### src/rtl/cpu_trace_pkg.sv
// Shared constants, enums and helpers for the CPU trace emitter.
// Optional build macro TRACE_UPPERHEX_EN selects 'A'-'F' for hex digits 10-15.
package cpu_trace_pkg;

  localparam logic [7:0] CH_CARET  = 8'h5E;
  localparam logic [7:0] CH_AT     = 8'h40;
  localparam logic [7:0] CH_COLON  = 8'h3A;
  localparam logic [7:0] CH_SPACE  = 8'h20;
  localparam logic [7:0] CH_DOLLAR = 8'h24;
  localparam logic [7:0] CH_STAR   = 8'h2A;
  localparam logic [7:0] CH_LT     = 8'h3C;
  localparam logic [7:0] CH_EQ     = 8'h3D;
  localparam logic [7:0] CH_HASH   = 8'h23;
  localparam logic [7:0] CH_ZERO   = 8'h30;
`ifdef TRACE_UPPERHEX_EN
  localparam logic [7:0] CH_HEX_A  = 8'h41;
`else
  localparam logic [7:0] CH_HEX_A  = 8'h61;
`endif

  typedef enum logic [1:0] {IDLE, CONV, EMIT} state_e;

  typedef enum logic [3:0] {
    F_HEAD, F_TIME, F_AT, F_PC, F_SEP, F_TGT, F_ARROW, F_DATA, F_TAIL
  } field_e;

  function automatic logic [7:0] nibble2ascii(input logic [3:0] n);
    if (n < 4'd10) return CH_ZERO + {4'h0, n};
    return CH_HEX_A + {4'h0, n} - 8'd10;
  endfunction

  function automatic logic [7:0] dec2ascii(input logic [3:0] d);
    return CH_ZERO + {4'h0, d};
  endfunction

endpackage

### src/rtl/trace_bin2bcd.sv
// Sequential double-dabble: one input bit per cycle, TIME_W cycles, 4 BCD digits.
module trace_bin2bcd #(
  parameter int TIME_W = 14
) (
  input  logic              clk_i,
  input  logic              reset_i,
  input  logic              start_i,
  input  logic [TIME_W-1:0] bin_i,
  output logic              done_o,
  output logic [15:0]       bcd_o
);

  localparam int CW = $clog2(TIME_W + 1);

  logic [TIME_W-1:0] bin_q;
  logic [15:0]       bcd_q, adj;
  logic [CW-1:0]     cnt_q;
  logic              busy_q, done_q;

  // Add-3 correction on every digit that would overflow after the shift.
  always_comb begin
    adj = bcd_q;
    for (int k = 0; k < 4; k++)
      if (bcd_q[k*4 +: 4] >= 4'd5) adj[k*4 +: 4] = bcd_q[k*4 +: 4] + 4'd3;
  end

  // Load on start, then shift one bit per cycle; done pulses after the last shift.
  always_ff @(posedge clk_i) begin
    if (!reset_i) begin
      bin_q  <= '0;
      bcd_q  <= '0;
      cnt_q  <= '0;
      busy_q <= 1'b0;
      done_q <= 1'b0;
    end else begin
      done_q <= 1'b0;
      if (start_i) begin
        bin_q  <= bin_i;
        bcd_q  <= '0;
        cnt_q  <= '0;
        busy_q <= 1'b1;
      end else if (busy_q) begin
        {bcd_q, bin_q} <= {adj, bin_q} << 1;
        cnt_q <= cnt_q + 1'b1;
        if (cnt_q == CW'(TIME_W - 1)) begin
          busy_q <= 1'b0;
          done_q <= 1'b1;
        end
      end
    end
  end

  assign done_o = done_q;
  assign bcd_o  = bcd_q;

endmodule

### src/rtl/cpu_trace_emitter.sv
// Serializes one register/memory write record into an ASCII trace line,
// one character per valid/ready handshake. Build macro TRACE_UPPERHEX_EN
// switches hex digits to uppercase.
module cpu_trace_emitter
  import cpu_trace_pkg::*;
#(
  parameter int TIME_W   = 14,
  parameter int TIME_MAX = 9999
) (
  input  logic              clk_i,
  input  logic              reset_i,
  input  logic              rec_valid_i,
  output logic              rec_ready_o,
  input  logic              rec_kind_i,
  input  logic [TIME_W-1:0] rec_time_i,
  input  logic [31:0]       rec_pc_i,
  input  logic [4:0]        rec_grf_i,
  input  logic [31:0]       rec_addr_i,
  input  logic [31:0]       rec_data_i,
  output logic [7:0]        char_o,
  output logic              char_valid_o,
  input  logic              char_ready_i,
  output logic              rec_done_o
);

  state_e      state_q, state_d;
  field_e      field_q, field_d;
  logic [3:0]  idx_q, idx_d;
  logic        done_q, done_d;
  logic        kind_q;
  logic [31:0] pc_q, addr_q, data_q;
  logic [4:0]  grf_q, grf_tens, grf_ones;
  logic [TIME_W-1:0] tclamp;
  logic [15:0] bcd;
  logic        bcd_done, accept, xfer, last;
  logic [1:0]  tstart;
  logic [2:0]  tgt_i;
  logic [7:0]  chr;

  assign rec_ready_o  = (state_q == IDLE) && reset_i;
  assign accept       = rec_valid_i && rec_ready_o;
  assign char_valid_o = (state_q == EMIT) && reset_i;
  assign char_o       = char_valid_o ? chr : 8'h00;
  assign xfer         = char_valid_o && char_ready_i;
  assign rec_done_o   = done_q;
  assign tclamp = (rec_time_i > TIME_W'(TIME_MAX)) ? TIME_W'(TIME_MAX) : rec_time_i;
  assign tgt_i  = idx_q[2:0] - 3'd1;

  trace_bin2bcd #(.TIME_W(TIME_W)) u_bcd (
    .clk_i   (clk_i),
    .reset_i (reset_i),
    .start_i (accept),
    .bin_i   (tclamp),
    .done_o  (bcd_done),
    .bcd_o   (bcd)
  );

  // Leading-zero skip for time, and tens/ones split of the register number.
  always_comb begin
    if (bcd[15:12] != 4'd0)     tstart = 2'd0;
    else if (bcd[11:8] != 4'd0) tstart = 2'd1;
    else if (bcd[7:4] != 4'd0)  tstart = 2'd2;
    else                        tstart = 2'd3;
    if (grf_q >= 5'd30)         grf_tens = 5'd3;
    else if (grf_q >= 5'd20)    grf_tens = 5'd2;
    else if (grf_q >= 5'd10)    grf_tens = 5'd1;
    else                        grf_tens = 5'd0;
    grf_ones = grf_q - grf_tens * 5'd10;
  end

  // Character for the current field/index and whether it ends the field.
  always_comb begin
    chr  = 8'h00;
    last = 1'b0;
    case (field_q)
      F_HEAD:  begin chr = CH_CARET; last = 1'b1; end
      F_TIME:  begin
        chr  = dec2ascii(bcd[{2'd3 - idx_q[1:0], 2'b00} +: 4]);
        last = (idx_q == 4'd3);
      end
      F_AT:    begin chr = CH_AT; last = 1'b1; end
      F_PC:    begin
        chr  = nibble2ascii(pc_q[{3'd7 - idx_q[2:0], 2'b00} +: 4]);
        last = (idx_q == 4'd7);
      end
      F_SEP:   begin
        chr  = (idx_q == 4'd0) ? CH_COLON : CH_SPACE;
        last = (idx_q == 4'd1);
      end
      F_TGT:   begin
        if (idx_q == 4'd0) begin
          chr = kind_q ? CH_STAR : CH_DOLLAR;
        end else if (kind_q) begin
          chr  = nibble2ascii(addr_q[{3'd7 - tgt_i, 2'b00} +: 4]);
          last = (idx_q == 4'd8);
        end else begin
          chr  = (grf_tens != 5'd0 && idx_q == 4'd1) ? dec2ascii(grf_tens[3:0])
                                                      : dec2ascii(grf_ones[3:0]);
          last = (grf_tens == 5'd0) ? (idx_q == 4'd1) : (idx_q == 4'd2);
        end
      end
      F_ARROW: begin
        case (idx_q)
          4'd1:    chr = CH_LT;
          4'd2:    chr = CH_EQ;
          default: chr = CH_SPACE;
        endcase
        last = (idx_q == 4'd3);
      end
      F_DATA:  begin
        chr  = nibble2ascii(data_q[{3'd7 - idx_q[2:0], 2'b00} +: 4]);
        last = (idx_q == 4'd7);
      end
      F_TAIL:  begin chr = CH_HASH; last = 1'b1; end
      default: ;
    endcase
  end

  // Next state: wait for the conversion, then walk the fields on each transfer.
  always_comb begin
    state_d = state_q;
    field_d = field_q;
    idx_d   = idx_q;
    done_d  = 1'b0;
    case (state_q)
      IDLE: if (accept) state_d = CONV;
      CONV: if (bcd_done) begin
        state_d = EMIT;
        field_d = F_HEAD;
        idx_d   = 4'd0;
      end
      EMIT: if (xfer) begin
        if (!last) begin
          idx_d = idx_q + 4'd1;
        end else begin
          idx_d = 4'd0;
          case (field_q)
            F_HEAD:  begin field_d = F_TIME; idx_d = {2'b00, tstart}; end
            F_TIME:  field_d = F_AT;
            F_AT:    field_d = F_PC;
            F_PC:    field_d = F_SEP;
            F_SEP:   field_d = F_TGT;
            F_TGT:   field_d = F_ARROW;
            F_ARROW: field_d = F_DATA;
            F_DATA:  field_d = F_TAIL;
            default: begin state_d = IDLE; done_d = 1'b1; end
          endcase
        end
      end
      default: state_d = IDLE;
    endcase
  end

  // Control state register.
  always_ff @(posedge clk_i) begin
    if (!reset_i) begin
      state_q <= IDLE;
      field_q <= F_HEAD;
      idx_q   <= 4'd0;
      done_q  <= 1'b0;
    end else begin
      state_q <= state_d;
      field_q <= field_d;
      idx_q   <= idx_d;
      done_q  <= done_d;
    end
  end

  // Record capture so the inputs are free once the record is accepted.
  always_ff @(posedge clk_i) begin
    if (!reset_i) begin
      kind_q <= 1'b0;
      pc_q   <= '0;
      grf_q  <= '0;
      addr_q <= '0;
      data_q <= '0;
    end else if (accept) begin
      kind_q <= rec_kind_i;
      pc_q   <= rec_pc_i;
      grf_q  <= rec_grf_i;
      addr_q <= rec_addr_i;
      data_q <= rec_data_i;
    end
  end

endmodule

### config.mk
export PLATFORM = sky130hd
export DESIGN_NAME = cpu_trace_emitter
export DESIGN_NICKNAME = d
export VERILOG_FILES = /design/src/rtl/cpu_trace_pkg.sv /design/src/rtl/trace_bin2bcd.sv /design/src/rtl/cpu_trace_emitter.sv
export SDC_FILE = /design/constraint.sdc
export NUM_CORES = 1
export LEC_CHECK = 0
export ABC_CLOCK_PERIOD_IN_PS = 3400
export CAP_MARGIN = 20
export CORE_MARGIN = 5
export CORE_UTILIZATION = 35
export CTS_CLUSTER_SIZE = 28
export DETAILED_ROUTE_END_ITERATION = 7
export PLACE_DENSITY = 0.56
export REMOVE_ABC_BUFFERS = 1
export SYNTH_ARGS = -nofsm -noshare
export SYNTH_HDL_FRONTEND = slang
export SYNTH_SLANG_ARGS = --single-unit
export TNS_END_PERCENT = 30
### constraint.sdc
create_clock -name clk_i -period 3.4 [get_ports clk_i]
set_input_delay 0.68 -clock clk_i [delete_from_list [all_inputs] [get_ports clk_i]]
set_output_delay 0.68 -clock clk_i [all_outputs]
set_load 0.005 [all_outputs]
After elaboration in Yosys (flattened, before gate mapping):

Index checks and enable logic that the tools add are counted.

* register bits after elaboration: 149
* latch bits: 0
* memory bits (writable): 0
* ROM bits: 0
* input port bits: 120
* output and inout bits: 11
* word-level logic and storage cells: 161
* memories: 0

* $add $sub $neg: 23
* multiply operators: 1
* divide/modulo/power cells: 0
* $lt $le $gt $ge: 11
* equality and inequality tests: 22
* shift-type cells: 4
* multiplexer cells: 59
* bitwise operators: 2
* reductions and logical operators: 25

Operators by type and width (number)
* 32-bit by 6-bit variable part select with 4-bit output: 3
* 8-bit two-way mux: 9
* 8-bit case mux with 9 select lines: 1
* 6-bit by 4-bit adder with 7-bit output (first input constant): 6
* 14-bit two-way mux: 3
* 4-bit two-way mux: 9
* 4-bit case mux with 8 select lines: 1
* 7-bit by 4-bit adder with 8-bit output (first input constant): 3
* 8-bit by 4-bit subtractor with 8-bit output (second input constant): 3
* 4-bit by 3-bit == test with 1-bit output (second input constant): 5
* 2-bit two-way mux: 10
* 1-bit two-way mux: 18
* 4-bit by 2-bit == test with 1-bit output (second input constant): 4
* 4-bit by 3-bit greater-or-equal comparator with 1-bit output (second input constant): 4
* 4-bit case mux with 2 select lines: 2
* 16-bit by 5-bit variable part select with 4-bit output: 1
* 14-bit greater-than comparator (second input constant): 1
* 4-bit by 2-bit adder with 4-bit output (second input constant): 3
* 4-bit == test (second input constant): 3
* 4-bit less-than comparator (second input constant): 3
* 4-bit nonzero test: 3
* 5-bit greater-or-equal comparator (second input constant): 2
* 5-bit case mux with 2 select lines: 1
* 5-bit AND reduction: 2
* 31 further kinds: 47

Longest topological paths before layout:

* depth in word-level cells: 13
* depth in mapped cells: 13
* gate-level depth less buffers: 9

By module:

A second synthesis with hierarchy kept.

* cell total of the unflattened synthesis: 1023
* area total of the unflattened synthesis: 8222.9 um2

Modules (own cells, without submodules)
* cpu_trace_emitter: times used 1, cells each 789, area an instance 6223.5 um2, sequential area each 2262.2 um2
* trace_bin2bcd: times used 1, cells each 234, area an instance 1999.4 um2, sequential area each 720.7 um2

Worst setup path after synthesis:

Ideal clock, no wire load.

* path type: register to output
* from: register idx_q[1]
* to: output char_o[0]
* arrival time: 2.990 ns
* data required time: 2.720 ns
* slack: -0.270 ns
* cell stages (with the launch flop): 11
* path buffers: 3
* cells stage by stage: dfxtp_1 > buf_4 > buf_2 > inv_1 > ha_1 > buf_4 > mux2_1 > mux4_2 > and4b_1 > or4_1 > o21ai_1

* longest elaborated chain between the ends: 13
* elaborated cells on any way between the ends: 45
* those cells by class: add/sub: 14; order compare: 3; eq/ne: 2; shift: 4; mux: 20; reduce/logical: 2

RTL lines
* from (decl): line cpu_trace_emitter.sv:28 `logic [3:0] idx_q, idx_d;`
* from (signal assigned): line cpu_trace_emitter.sv:164 `idx_q <= idx_d;`
* parallel branches: the longest is 11 deep, another holds 7-bit by 4-bit adder with 8-bit output
* 8-bit case mux with 9 select lines (*): line cpu_trace_emitter.sv:75 `case (field_q)`
* 8-bit two-way mux (*): line cpu_trace_emitter.sv:43 `assign char_o = char_valid_o ? chr : 8'h00;`
* to (decl): line cpu_trace_emitter.sv:20 `output logic [7:0] char_o,`

Every way passes the cells marked *. The select of a mux whose other input is x is not followed.

Final worst setup path:

Same ends and word-level chain as after synthesis.

==> metrics <==
complex-gate fraction of the synthesized area 10.4%; FF-to-FF End field_q[2]$_SDFFE_PN0P_; initial antenna violation count 0; period utilization 106%; Simple-Gate Fraction of Synth Area around 28%; width of the die around 160 µm; clock power share ~36%; gpl congestion around 0.88; final count of hold timing violations 0; Clock Skew 0.00913 ns; Tightest Pin Transition 0.997 ns; sequential cell area fraction in the yosys report between 30% and 40%; post-route insts no fill about 1400; clock-pin transition on the worst setup and hold timing paths 0.07 ns; clock root cell clkbuf_16; share of post-route cells with drive strength above 1 between 10% and 20%; fin area roughly 0.011 mm²; Pwr Total roughly 5.7 mW; row cnt 55; Setup Viol. Count Final 6; Peak supply drop 0.000256 V; depth of the most critical reg-to-reg path 11; I/O Pins 131; Req. time, crit path 2.72 ns; vias 7194; Total GRT Usage roughly 17%; distinct cell type count after synthesis 68; Switch Pwr 1.79 mW; number of diodes 0; Setup TNS -0.898 ns; RSZ-0062 raised after global routing true; vias per inst 5.04; Pleak ~4.4 nW; min cycle time layout between 3 and 4 ns; final HPWL from detailed placement around 16 mm; die footprint 0.0258 mm²; first-pass GRT wire length approximately 35 mm; CP Launch Type register; Final ANT Viol Nets 0; Post-Synth XOR/XNOR Area under 10%; Chip Height 161 µm; crit path to char_o[0]; failing checks negative setup slack; mux cell area share after synthesis between 10% and 20%; Post-Syn Instances 989; yosys warns 0; PnR worst setup slack -0.199 ns; dpl cell area about 0.01 mm²; Crit. End Element output port; Comb pwr share a little over a quarter; Max clock buf depth 2; crit-path max FO 7; Fill cells between 2000 and 2500; Routed WL 21.7 mm; area growth from synthesis to layout 33.1%; Inst Count DP between 1000 and 1500; Core ar. between 0.02 and 0.025 mm²; Synth Area in Adders roughly 3.7%; flop2flop setup slack roughly 0.8 ns; final core utilization roughly 47%; worst slack at placement -0.347 ns; Most used DFF post-synth dfxtp_1; Post-synth EDFFs 0; H-tree levels 4; Initial Util about a third; Yosys reg bits 149; # port buffers 129; number of global-route vias before repair 6867; Slew Limit Fails 0; TritonCTS Buffers 17; Syn Area/Cell between 8 and 9 µm²; largest net degree at the start of global routing 95; Hold WS roughly 0.45 ns; commonest non-fill, non-tap cell in the layout nand2_1; # nets final between 1000 and 1500; Max Clk Rate roughly 0.28 GHz; drt drc 0; Power Internal 3.91 mW; Crit Path Category register to output port; status finished, violations left; later-pin clock latency in the skew report approximately 0.43 ns; Sw Ratio about a third; worst-path cell chain inv_2, ha_4, mux2_4, mux4_2, buf_6, and4b_1, or4_1, o21ai_1, buf_2; Synth Cell Area ~0.0079 mm²; worst min path class register to register; gr ovfl total 0; drt wl/cell roughly 15 µm; power per cell area 540 mW/mm²; sequential share of power 38.3%; MaxCap Viol Count 0; CP max-delay cell mux4_2; Worst Path Arrival between 2 and 3 ns; Detailed Routing Iterations Pass 1 5; relative slew slack between 30 and 40%; most frequent cells in the layout nand2_1, dfxtp_1, clkdlybuf4s50_1, nand3_1, nor2_1; largest stage delay on the critical path approximately 0.52 ns; DR iter-0 viols ~400; largest family of logic cells by synthesized area simple AND/OR/NAND/NOR gates; ys async rst share 0%; clock sink total around 150; reg2reg start idx_q[0]$_SDFFE_PN0P_; TritonCTS clock tree built; Crit. Startpoint idx_q[1]$_SDFFE_PN0P_
==> cell type report <==
type / count / area [µm²] / area share [%]
inverters: 25 / 96.3 / 0.912
multi-input cells: 747 / 4670 / 44.2
flip-flops and latches: 149 / 2990 / 28.3
well taps: 285 / 357 / 3.38
clock buffers: 17 / 425 / 4.03
clock inverters: 15 / 211 / 2.00
repair buffers: 190 / 1820 / 17.2
==> power by group through the flow <==
| stage | clock network, mW | logic [mW] | registers [mW] |
|---|---|---|---|
| after CTS | 2.08 | 1.48 | 2.18 |
| after global routing | 2.14 | 1.67 | 2.21 |
| after floorplan | 0 | 0.849 | 2.20 |
| final | 2.03 | 1.48 | 2.18 |
| after detailed placement | 0 | 1.42 | 2.22 |
| after global placement | 0 | 1.41 | 2.22 |
==> Yosys cell counts, types with 3 or more instances <==
cell | n | area [µm²]
nor3b_1 | 4 | 30.0
and2_1 | 4 | 25.0
mux2i_1 | 35 | 350
ha_1 | 22 | 275
a21oi_1 | 45 | 225
o21ai_0 | 33 | 165
buf_4 | 4 | 30.0
nor4_1 | 5 | 31.3
buf_6 | 3 | 33.8
nor2_1 | 59 | 221
xor2_1 | 4 | 35.0
mux2_2 | 9 | 101
a31oi_1 | 5 | 31.3
clkbuf_1 | 50 | 188
nand3_1 | 113 | 566
o22ai_1 | 3 | 18.8
nor3_1 | 14 | 70.1
mux4_2 | 26 | 586
nand2_1 | 265 | 995
dfxtp_1 | 149 | 2980
buf_1 | 5 | 18.8
a21boi_0 | 4 | 30.0
or4_1 | 3 | 22.5
and4b_1 | 3 | 30.0
nand2b_1 | 12 | 75.1
xnor2_1 | 7 | 61.3
and3_1 | 4 | 25.0
buf_2 | 6 | 30.0
mux2_1 | 3 | 33.8
or2_2 | 4 | 25.0
inv_1 | 23 | 86.3
o21a_1 | 5 | 37.5
a211oi_1 | 9 | 67.6
o31ai_1 | 4 | 30.0
o211ai_1 | 3 | 22.5
==> logic make-up after synthesis <==
logic type | Yosys count
buffers and inverters | 93
XOR/XNOR | 12
flip-flops | 149
other | 1
adder cells (fa/ha/maj) | 23
AND/OR/NAND/NOR | 503
AO/OA/AOI/OAI | 134
multiplexers | 74
==> worst min path at each step <==
stage,slack (ns),depth (start not counted),start,endpoint
CTS,0.45,2,pc_q[15]$_SDFFE_PN0P_,pc_q[15]$_SDFFE_PN0P_
global route,0.46,2,pc_q[27]$_SDFFE_PN0P_,pc_q[27]$_SDFFE_PN0P_
finish,0.45,2,data_q[5]$_SDFFE_PN0P_,data_q[5]$_SDFFE_PN0P_
floorplan,0.43,2,data_q[31]$_SDFFE_PN0P_,data_q[31]$_SDFFE_PN0P_
global placement,0.44,2,pc_q[30]$_SDFFE_PN0P_,pc_q[30]$_SDFFE_PN0P_
detailed placement,0.44,2,pc_q[15]$_SDFFE_PN0P_,pc_q[15]$_SDFFE_PN0P_
==> repair_timing <==
| action | 4_1_cts | 5_1_grt |
|---|---|---|
| buffers inserted | 4 | 0 |
| endpoints found under the setup margin | 6 | 6 |
| gates resized for setup | 51 | 9 |
| pin swaps | 12 | 1 |
| hold endpoints to repair | 0 | 0 |
| hold buffers | 0 | 0 |
==> registers in the layout (all words and copies together) (netlist names) <==
register	flops
data_q	32
idx_q	4
kind_q	1
field_q	4
u_bcd.busy_q	1
grf_q	5
rec_done_o	1
state_q	2
addr_q	32
u_bcd.done_o	1
u_bcd.cnt_q	4
u_bcd.bcd_o	16
pc_q	32
u_bcd.bin_q	14
==> metal layers <==
metal | track usage (%) | vias to the layer above | routed length (µm)
met5 | 0 | - | 0
met4 | 3.79 | 0 | 191
met3 | 3.46 | 14 | 893
met2 | 25.9 | 128 | 9800
met1 | 23.5 | 3340 | 10800
li1 | - | 3712 | -
==> worst max-delay path, delay by kind of cell (launching register included) <==
family	cells	cell delay, ns
AOI/OAI and AO/OA	1	0.08
adders and majority gates	1	0.33
buffers and inverters	3	0.35
DFF	1	0.35
muxes	2	0.83
and+or+nand+nor	2	0.54
No activity file was read; power rests on OpenSTA's default activity.
